## config.mk

```make
export PLATFORM = sky130hd
export DESIGN_NAME = jvm_bytecode_fetch
export DESIGN_NICKNAME = d
export VERILOG_FILES = /design/src/rtl/jvm_fetch_pkg.sv /design/src/rtl/jvm_fetch_fifo.sv /design/src/rtl/jvm_bytecode_fetch.sv
export SDC_FILE = /design/constraint.sdc
export NUM_CORES = 1
export LEC_CHECK = 0
export BUFFER_PORTS_ARGS = -buffer_cell sky130_fd_sc_hd__clkbuf_2
export CAP_MARGIN = 10
export CORE_MARGIN = 2
export CORE_UTILIZATION = 45
export CTS_CLUSTER_DIAMETER = 200
export DETAILED_ROUTE_END_ITERATION = 12
export PLACE_DENSITY = 0.66
export SYNTH_ARGS = -nofsm -noshare
export SYNTH_HDL_FRONTEND = slang
export SYNTH_SLANG_ARGS = --single-unit
```

## constraint.sdc

```tcl
create_clock -name clk -period 2.5 [get_ports clk]
set_input_delay 0.25 -clock clk [delete_from_list [all_inputs] [get_ports clk]]
set_output_delay 0.25 -clock clk [all_outputs]
set_load 0.05 [all_outputs]
```

## src/rtl/jvm_fetch_pkg.sv

```systemverilog
// rtl/jvm_fetch_pkg.sv - shared constants for the JVM bytecode fetch unit
//
// Purpose: fetch FSM state encodings and the width of a prefetch FIFO entry
// (one bytecode plus the PC it was read from).
package jvm_fetch_pkg;

  localparam logic [1:0] FETCH_IDLE  = 2'd0;
  localparam logic [1:0] FETCH_ISSUE = 2'd1;
  localparam logic [1:0] FETCH_BUSY  = 2'd2;

  localparam int BYTE_WIDTH = 8;

  // Entry layout is {bytecode, pc}; the PC width follows ADDRESS_WIDTH.
  function automatic int entry_width(input int address_width);
    return BYTE_WIDTH + address_width;
  endfunction

endpackage

```

## src/rtl/jvm_fetch_fifo.sv

```systemverilog
// rtl/jvm_fetch_fifo.sv - prefetch FIFO for fetched bytecodes
//
// Purpose: synchronous FIFO of DEPTH entries with flush. The head entry is
// presented combinationally from storage.
// Ports:
//   clk, reset      clock, asynchronous active-low reset
//   flush           empties the FIFO at the next edge; beats push and pop
//   push, push_data write one entry
//   pop             remove the head entry (ignored while empty)
//   head_data       entry at the head
//   count           number of stored entries
//   empty, full     occupancy flags
module jvm_fetch_fifo #(
  parameter int WIDTH = 16,
  parameter int DEPTH = 4
) (
  input  logic                     clk,
  input  logic                     reset,
  input  logic                     flush,
  input  logic                     push,
  input  logic [WIDTH-1:0]         push_data,
  input  logic                     pop,
  output logic [WIDTH-1:0]         head_data,
  output logic [$clog2(DEPTH):0]   count,
  output logic                     empty,
  output logic                     full
);

  localparam int PW = $clog2(DEPTH);
  localparam int CW = PW + 1;

  logic [WIDTH-1:0] storage [DEPTH];
  logic [PW-1:0]    wr_ptr;
  logic [PW-1:0]    rd_ptr;
  logic             do_push;
  logic             do_pop;

  assign empty     = (count == '0);
  assign full      = (count == CW'(DEPTH));
  assign do_pop    = pop && !empty;
  // A full FIFO can still take a push when the head leaves in the same cycle.
  assign do_push   = push && (!full || do_pop);
  assign head_data = storage[rd_ptr];

  // DEPTH is a power of two, so the pointers wrap by natural overflow.
  always_ff @(posedge clk or negedge reset) begin
    if (!reset) begin
      wr_ptr <= '0;
      rd_ptr <= '0;
      count  <= '0;
    end else if (flush) begin
      wr_ptr <= '0;
      rd_ptr <= '0;
      count  <= '0;
    end else begin
      if (do_push) wr_ptr <= wr_ptr + 1'b1;
      if (do_pop)  rd_ptr <= rd_ptr + 1'b1;
      case ({do_push, do_pop})
        2'b10:   count <= count + 1'b1;
        2'b01:   count <= count - 1'b1;
        default: count <= count;
      endcase
    end
  end

  always_ff @(posedge clk) begin
    if (do_push && !flush) storage[wr_ptr] <= push_data;
  end

endmodule

```

## src/rtl/jvm_bytecode_fetch.sv

```systemverilog
// rtl/jvm_bytecode_fetch.sv - bytecode fetch unit with prefetch FIFO and redirect
//
// Purpose: walks a fetch PC, reads one byte at a time from the byte-wide JVM
// memory (start/ready/rwn handshake), buffers {byte, pc} in a prefetch FIFO
// and hands one bytecode per cycle to the decoder. A redirect flushes the
// FIFO and restarts fetching at a new PC.
// Ports:
//   clk, reset                   clock, asynchronous active-low reset
//   fetch_en                     permits new memory reads
//   redirect_valid, redirect_pc  one-cycle branch/redirect request
//   op_valid, op_byte, op_pc     head bytecode and its address
//   op_ready                     decoder takes the head entry
//   mem_address, mem_data_in,
//   mem_rwn, mem_start           memory request side (read only)
//   mem_ready, mem_data_out      memory idle / read data
module jvm_bytecode_fetch
  import jvm_fetch_pkg::*;
#(
  parameter int                       ADDRESS_WIDTH = 8,
  parameter int                       DEPTH         = 4,
  parameter logic [ADDRESS_WIDTH-1:0] RESET_PC      = '0
) (
  input  logic                     clk,
  input  logic                     reset,
  input  logic                     fetch_en,
  input  logic                     redirect_valid,
  input  logic [ADDRESS_WIDTH-1:0] redirect_pc,
  output logic                     op_valid,
  output logic [BYTE_WIDTH-1:0]    op_byte,
  output logic [ADDRESS_WIDTH-1:0] op_pc,
  input  logic                     op_ready,
  output logic [ADDRESS_WIDTH-1:0] mem_address,
  output logic [BYTE_WIDTH-1:0]    mem_data_in,
  output logic                     mem_rwn,
  output logic                     mem_start,
  input  logic                     mem_ready,
  input  logic [BYTE_WIDTH-1:0]    mem_data_out
);

  localparam int EW = entry_width(ADDRESS_WIDTH);
  localparam int CW = $clog2(DEPTH) + 1;

  logic [1:0]               state;
  logic [1:0]               state_next;
  logic [ADDRESS_WIDTH-1:0] fetch_pc;
  logic [ADDRESS_WIDTH-1:0] req_pc;
  logic                     drop;

  logic [CW-1:0]            count;
  logic                     empty;
  logic                     full;
  logic [EW-1:0]            head;

  logic                     in_flight;
  logic [CW-1:0]            occupancy;
  logic                     can_issue;
  logic                     complete;
  logic                     push;
  logic                     pop;

  // Reserving a slot for the outstanding read keeps the FIFO from overflowing.
  assign in_flight = (state != FETCH_IDLE);
  assign occupancy = count + CW'(in_flight);
  assign can_issue = fetch_en && mem_ready && !redirect_valid && !full &&
                     (occupancy < CW'(DEPTH));
  assign complete  = (state == FETCH_BUSY) && mem_ready;
  assign push      = complete && !drop;
  assign pop       = op_valid && op_ready;

  always_comb begin
    state_next = state;
    case (state)
      FETCH_IDLE:  if (can_issue) state_next = FETCH_ISSUE;
      FETCH_ISSUE: state_next = FETCH_BUSY;
      FETCH_BUSY:  if (mem_ready) state_next = can_issue ? FETCH_ISSUE : FETCH_IDLE;
      default:     state_next = FETCH_IDLE;
    endcase
  end

  always_ff @(posedge clk or negedge reset) begin
    if (!reset) begin
      state    <= FETCH_IDLE;
      fetch_pc <= RESET_PC;
      req_pc   <= RESET_PC;
      drop     <= 1'b0;
    end else begin
      state <= state_next;

      if (redirect_valid)            fetch_pc <= redirect_pc;
      else if (state == FETCH_ISSUE) fetch_pc <= fetch_pc + 1'b1;

      if (state == FETCH_ISSUE) req_pc <= fetch_pc;

      // A read that completes in the redirect cycle is already killed by the
      // flush, so drop is only armed for reads that finish later.
      if (redirect_valid && ((state == FETCH_ISSUE) || ((state == FETCH_BUSY) && !mem_ready)))
        drop <= 1'b1;
      else if (complete)
        drop <= 1'b0;
    end
  end

  jvm_fetch_fifo #(
    .WIDTH (EW),
    .DEPTH (DEPTH)
  ) u_fifo (
    .clk       (clk),
    .reset     (reset),
    .flush     (redirect_valid),
    .push      (push),
    .push_data ({mem_data_out, req_pc}),
    .pop       (pop),
    .head_data (head),
    .count     (count),
    .empty     (empty),
    .full      (full)
  );

  assign op_valid    = !empty;
  assign op_byte     = head[EW-1:ADDRESS_WIDTH];
  assign op_pc       = head[ADDRESS_WIDTH-1:0];

  assign mem_start   = (state == FETCH_ISSUE);
  assign mem_address = fetch_pc;
  assign mem_data_in = '0;
  assign mem_rwn     = 1'b1;

endmodule

```

==> results of run 1 <==
==> final timing paths <==
check | start | cells after the start | end
max | u_fifo.rd_ptr[0] | 3 | op_pc[2]
min in group asynchronous | reset | 2 | mem_address[1]
max reg2reg | state[0] | 7 | u_fifo.count[2]
max in group asynchronous | reset | 2 | u_fifo.count[0]
min | fetch_en | 3 | state[0]
min reg2reg | req_pc[2] | 0 | u_fifo.storage[1][2]
==> worst min-delay path: cells and delay by family <==
kind / cells / cell delay (ps)
AND/OR/NAND/NOR: 2 / 80
buffers and inverters: 1 / 80
==> power groups by stage <==
stage / registers, uW / clock network, uW / logic [uW]
2_1_floorplan: 1850 / 0 / 434
3_3_place_gp: 1830 / 0 / 580
3_5_place_dp: 1840 / 0 / 585
4_1_cts: 1800 / 1110 / 589
5_1_grt: 1820 / 1170 / 630
6_report: 1800 / 1080 / 582
==> metrics by stage <==
step / utilization [%] / area (sq um) / cells
detailed placement: 50.3 / 4110 / 390
floorplan: - / 3800 / 248
global route: 53.2 / 4350 / 407
CTS: 53.2 / 4350 / 407
global placement: 50.3 / 4110 / 390
finish: 53.2 / 4350 / 407
==> flip-flops by register name, summed over array words and instances (netlist names) <==
signal / cells
mem_address: 8
u_fifo.count: 3
u_fifo.storage: 64
drop: 1
state: 2
u_fifo.wr_ptr: 2
req_pc: 8
u_fifo.rd_ptr: 2
==> layer usage <==
| metal | global-route usage [%] | vias to the layer above |
|---|---|---|
| met5 | 0 | - |
| met4 | 6.79 | 0 |
| met3 | 3.24 | 8 |
| met2 | 23.4 | 53 |
| met1 | 20.4 | 967 |
| li1 | - | 974 |
==> cell families after synthesis <==
logic type | Yosys count
flops | 90
simple gates | 70
xor+xnor | 11
compound gates | 20
fa+ha+maj | 6
buf+inv | 22
mux | 20
other cells | 2
==> cell type report <==
cell class              instances  area, sq um
clock inverters                 7          101
multi-input cells             136         1100
flip-flops and latches         90         2570
clock buffers                   9          124
repair buffers                 56          305
well taps                     105          131
inverters                       4         15.0
fillers                       692         3830
==> repair_timing <==
action | 4_1_cts | 5_1_grt
hold buffers | 1 | 0
setup endpoints to repair | 0 | 0
hold endpoints to repair | 26 | 0
==> placed cells by master (no fill, tap or decap), drive strengths merged <==
cell         count
edfxtp          64
clkbuf          56
nand2           36
dfrtp           26
mux4            16
nor2            11
o21ai           10
conb             9
xnor2            8
buf              8
inv              6
ha               5
and2             4
nand2b           4
a21oi            4
nor4             3
xor2             3
mux2i            3
nor2b            2
nor3             2
nand3            2
bufinv           2
clkinv           2
or3              1
or2b             1
and4bb           1
a21boi           1
and2b            1
o31ai            1
mux2             1
o211ai           1
nand3b           1
o21a             1
o221ai           1
nor4bb           1
a311oi           1
fa               1
clkinvlp         1
dlygate4sd3      1
==> summary.txt, run 1 <==
GRT
  – Total congestion overflow: 0
  – Vias in the first global route: 2,072
  – GRT Util Overall: 15.1%
  – First-pass GRT wire length: 10.1 mm
  – Initial antenna violation count: 0
  – Pin count of the biggest net entering global routing: 28

Die
  – Die area: 9130 sq um
  – Die width: 95.6 um
  – Die Span Y: 95.6 um
  – Core area: 8180 sq um
  – # rows: 33
  – # IOs: 57
  – Initial Util: 46.2%

Route
  – Vias post-DR: 2,002
  – WL final: 6.10 mm
  – Routed length on met3: 287 um
  – Metal-1 WL: 2.88 mm
  – Pre-antenna DRT Iters: 4
  – Post-route DRC violation count: 0
  – Max Used Layer: met4
  – Drt wl/cell: 15.0 um
  – Initial DRC count: 35
  – Via density: 4.92
  – Routed wl met2: 2.83 mm
  – Post-route ant nets: 0

Worst setup path
  – Crit path DAT: 1930 ps
  – Critical Path End Type: primary output
  – CP Buf/Inv Count: 2
  – CP max FO: 16
  – CP Data Required Time: 2250 ps
  – Critical-path cell list: buf_4 > mux4_2 > clkbuf_2
  – Setup CP Type: flip-flop to primary output
  – Largest stage delay, worst path: 570 ps
  – Crit path max-delay family: buffers and inverters
  – Slowest-stage cell, CP: mux4_2
  – Worst Setup Start Kind: flip-flop
  – R2r setup slk: 470 ps

Logic synthesis
  – Yosys cell types: 39
  – Syn Inst Count: 241
  – Area share of fa/ha/maj cells after synthesis: 2.19%
  – Post-synthesis compound-gate area fraction: 3.88%
  – Async SR Flop Fraction: 28.9%
  – Post-synth top cells: edfxtp_1, nand2_1, dfrtp_1
  – Largest family of logic cells by synthesized area: multiplexers
  – Syn Area/Cell: 15.7 sq um
  – Cell taking the most area after synthesis: edfxtp_1
  – Area contributors post-synth: edfxtp_1, dfrtp_1, mux4_2
  – Number of synthesized flops with an enable pin: 64
  – Synth top area share: 50.9%
  – Post-Syn Area: 3770 sq um
  – Post-synthesis register bit count: 90
  – Synth Area in Simple Gates: 8.82%
  – Count leader, synth: edfxtp_1
  – YS warnings: 0
  – Xor and xnor fraction of the mapped netlist area: 2.55%
  – Post-synthesis mux area share: 10.7%
  – Register area share after synthesis: 68.2%
  – Most used DFF post-synth: edfxtp_1

CTS
  – Clock slew at reported path FFs: 90 ps
  – H-tree lvl count: 3
  – Num CTS Buffers: 9
  – Post-CTS Setup Bufs: 0
  – TritonCTS clock tree: yes
  – CTS Sinks: 90
  – # resized after CTS: 0
  – Clock Root Buffer: clkbuf_8
  – Skew-Pair Late Insertion Delay: 350 ps
  – Max Root-Sink Buffers: 2

Timing
  – Final Max Slew Viols: 0
  – Final setup fails: 0
  – Highest clock rate: 0.459 GHz
  – Worst-Margin Slew: 666 ps
  – Min Tclk post-route: 2180 ps
  – Setup TNS: 0 ps
  – Ratio of final minimum period to clock period: 87.2%
  – Final setup margin: 320 ps
  – Hold_ws: 87.7 ps
  – Final clock skew: 7.09 ps
  – Max-slew headroom: 55.6%
  – RSZ-0062 raised after global routing: false
  – Final hold violation count: 0

Cells and area
  – Nets@finish: 325
  – Inserted Diodes: 0
  – Share of cells above drive strength 1: 30.8%
  – Area delta synth->final: 15.2%

Pwr
  – Power Total: 3460 uW
  – P_sw: 992 uW
  – Gate power share: 16.8%
  – Seq pwr share: 51.9%
  – VDD IR max: 375 uV
  – Internal Power: 2470 uW
  – Clock Power Share: 31.2%
  – Switching portion of total power: 28.6%
  – PD cells: 797 nW/um^2
  – Pleak: 0.00167 uW

Placement
  – DP HPWL: 3.96 mm
  – GP Congestion: 0.787
  – Pre-CTS WS: 505 ps
  – Port Buffers: 47

Worst hold path
  – Hold WC Path Type: input port to flip-flop

Flow run
  – Maxcap violations: 0

Status
  – Outcome: finished clean
(Power assumes the default switching activity.)
==> inputs of run 2 (changes only) <==
Settings changed: CELL_PAD_IN_SITES_DETAIL_PLACEMENT from default to 0, CELL_PAD_IN_SITES_GLOBAL_PLACEMENT from default to 1, PLACE_DENSITY 0.66 to 0.77.
==> run 2 against run 1 <==
Clock-buffer cell count stayed put. Non-clock buffer count unchanged. Flip-flop and latch count stayed put. Final cell count unchanged. Critical endpoint is now op_pc[3]. Die area unchanged.
==> summary.txt, run 2 (synthesized netlist as in run 1, its figures left out) <==
Route
  – Post-route ant nets: 0 (unchanged)
  – Post-route DRC violation count: 0 (unchanged)
  – Pre-antenna DRT Iters: 4 (unchanged)
  – Via density: 4.98 (was 4.92)
  – WL final: 6.13 mm (was 6.10 mm)
  – Vias post-DR: 2,025 (was 2,002)
  – Drt wl/cell: 15.1 um (was 15.0 um)
  – Initial DRC count: 66 (was 35)

Cells and area
  – Area delta synth->final: 15.2% (unchanged)
  – Flip-flop count of the largest register after layout: 64 (unchanged)
  – Inserted Diodes: 0 (unchanged)
  – Share of cells above drive strength 1: 30.8% (unchanged)
  – Final core utilization: 53.2% (unchanged)
  – Final instance area: 4350 sq um (unchanged)
  – Largest Register: u_fifo.storage (unchanged)
  – Most common cell after layout, fill and taps aside: edfxtp_1 (unchanged)
  – Nets@finish: 325 (unchanged)
  – Commonest cells after routing, fill and taps aside: edfxtp_1, clkbuf_2, nand2_1, dfrtp_1, mux4_2 (unchanged)

Die
  – # IOs: 57 (unchanged)
  – # rows: 33 (unchanged)
  – Initial Util: 46.2% (unchanged)
  – Core area: 8180 sq um (unchanged)
  – Die width: 95.6 um (unchanged)
  – Die area: 9130 sq um (unchanged)
  – Die Span Y: 95.6 um (unchanged)

Timing
  – Ratio of final minimum period to clock period: 86.5% (was 87.2%)
  – RSZ-0062 raised after global routing: false (unchanged)
  – Max-slew headroom: 55.8% (was 55.6%)
  – Final Max Slew Viols: 0 (unchanged)
  – Final setup margin: 337 ps (was 320 ps)
  – Min Tclk post-route: 2160 ps (was 2180 ps)
  – Highest clock rate: 0.462 GHz (was 0.459 GHz)
  – Final hold violation count: 0 (unchanged)
  – Worst-Margin Slew: 663 ps (was 666 ps)
  – Final clock skew: 8.43 ps (was 7.09 ps)
  – Final setup fails: 0 (unchanged)
  – Setup TNS: 0 ps (unchanged)

Worst setup path
  – Crit path DAT: 1910 ps (was 1930 ps)
  – Critical-path cell list: buf_4 > mux4_2 > clkbuf_2 (unchanged)
  – Largest stage delay, worst path: 580 ps (was 570 ps)
  – Worst path depth: 3 (unchanged)
  – Crit path max-delay family: buffers and inverters (unchanged)
  – CP max FO: 16 (unchanged)
  – End point of the critical path: op_pc[3] (was op_pc[2])
  – CP Data Required Time: 2250 ps (about the same)
  – R2R depth: 7 (unchanged)
  – Critical Path Source: u_fifo.rd_ptr[0] (unchanged)
  – R2r setup slk: 450 ps (was 470 ps)
  – CP Buf/Inv Count: 2 (unchanged)
  – Setup CP Type: flip-flop to primary output (unchanged)
  – Worst Setup Start Kind: flip-flop (unchanged)
  – Reg-to-Reg Start: state[0] (unchanged)
  – R2r endpoint: u_fifo.count[2] (unchanged)
  – Critical Path End Type: primary output (unchanged)
  – Slowest-stage cell, CP: mux4_2 (unchanged)

Pwr
  – Power Total: 3460 uW (about the same)
  – Switching portion of total power: 28.6% (about the same)
  – VDD IR max: 393 uV (was 375 uV)
  – P_sw: 990 uW (was 992 uW)
  – Seq pwr share: 52.0% (was 51.9%)
  – Pleak: 0.00167 uW (unchanged)
  – PD cells: 797 nW/um^2 (about the same)
  – Internal Power: 2470 uW (about the same)
  – Gate power share: 16.7% (was 16.8%)
  – Clock Power Share: 31.3% (was 31.2%)

GRT
  – GRT Util Overall: 14.6% (was 15.1%)
  – Routing usage on met3: 2.69% (was 3.24%)
  – Initial antenna violation count: 0 (unchanged)
  – Total congestion overflow: 0 (unchanged)
  – Top Usage Layer GRT: met2 (unchanged)
  – First-pass GRT wire length: 9.82 mm (was 10.1 mm)
  – Vias in the first global route: 1,978 (was 2,072)
  – Met2 track demand over resource: 22.6% (was 23.4%)
  – Pin count of the biggest net entering global routing: 28 (unchanged)
  – GR Layer Usage met1: 20.6% (was 20.4%)

Placement
  – Port Buffers: 47 (unchanged)
  – Pre-CTS WS: 486 ps (was 505 ps)
  – GP Congestion: 0.726 (was 0.787)
  – DP HPWL: 4.04 mm (was 3.96 mm)
  – Area after DPL: 4110 sq um (unchanged)

CTS
  – TritonCTS clock tree: yes (unchanged)
  – Post-CTS Setup Bufs: 0 (unchanged)
  – Max Root-Sink Buffers: 2 (unchanged)
  – Clock slew at reported path FFs: 90 ps (about the same)
  – Skew-Pair Late Insertion Delay: 350 ps (about the same)
  – Num CTS Buffers: 9 (unchanged)
  – H-tree lvl count: 3 (unchanged)
  – Clock Root Buffer: clkbuf_8 (unchanged)
  – CTS Sinks: 90 (unchanged)

Worst hold path
  – Hold WC Path Type: input port to flip-flop (unchanged)

Flow run
  – Maxcap violations: 0 (unchanged)

Status
  – Outcome: finished clean (unchanged)
run 2: cell counts in the layout (fill, tap and decap cells not counted):
Identical to the previous run, type by type.
run 2: metrics by stage:
stage / instances / hold slack (ps)
final: 407 / 101
after global routing: 407 / 93.9
after CTS: 407 / 87.5
after detailed placement: 390 / 314
after global placement: 390 / 315
after floorplan: 248 / -45.6
run 2: timing repair:
action,4_1_cts,5_1_grt
hold buffers,1,0
resized for setup,0,0
endpoints found under the hold margin,26,0
run 2: worst reg2reg max path, cell delays in order (launching register included):
cell and delay (ps):
dfrtp_1 460, and4bb_4 380, nor2_1 90, fa_1 440
nand2b_1 200, nor4_1 180, a311oi_1 70, a21oi_1 170
run 2: worst min path at each step:
stage | start | end | slack, ps | depth (start not counted)
after CTS | redirect_pc[3] | mem_address[3] | 90 | 3
after global placement | reset | mem_address[1] | 320 | 1
after detailed placement | reset | mem_address[1] | 310 | 1
after floorplan | reset | drop | -50 | 0
after global routing | fetch_en | state[0] | 90 | 3
final | redirect_pc[3] | mem_address[3] | 100 | 3
run 2: power groups by stage:
| stage | Clock [uW] | Sequential (uW) | Combinational, uW |
|---|---|---|---|
| 3_3_place_gp | 0 | 1830 | 580 |
| 4_1_cts | 1110 | 1800 | 587 |
| 3_5_place_dp | 0 | 1840 | 582 |
| 2_1_floorplan | 0 | 1850 | 434 |
| 5_1_grt | 1170 | 1820 | 629 |
| 6_report | 1080 | 1800 | 579 |
run 2: routing by layer:
metal,up-vias,share of wire [%]
met4,0,0.82
met1,993,47
met5,-,0
met3,7,4.0
met2,49,48
li1,976,-
run 2: cell type report:
type	instances	area, sq um
flip-flops and latches	90	2570
inverters	4	15.0
repair buffers	56	305
clock buffers	9	124
multi-input cells	136	1100
clock inverters	7	101
fillers	685	3830
well taps	105	131
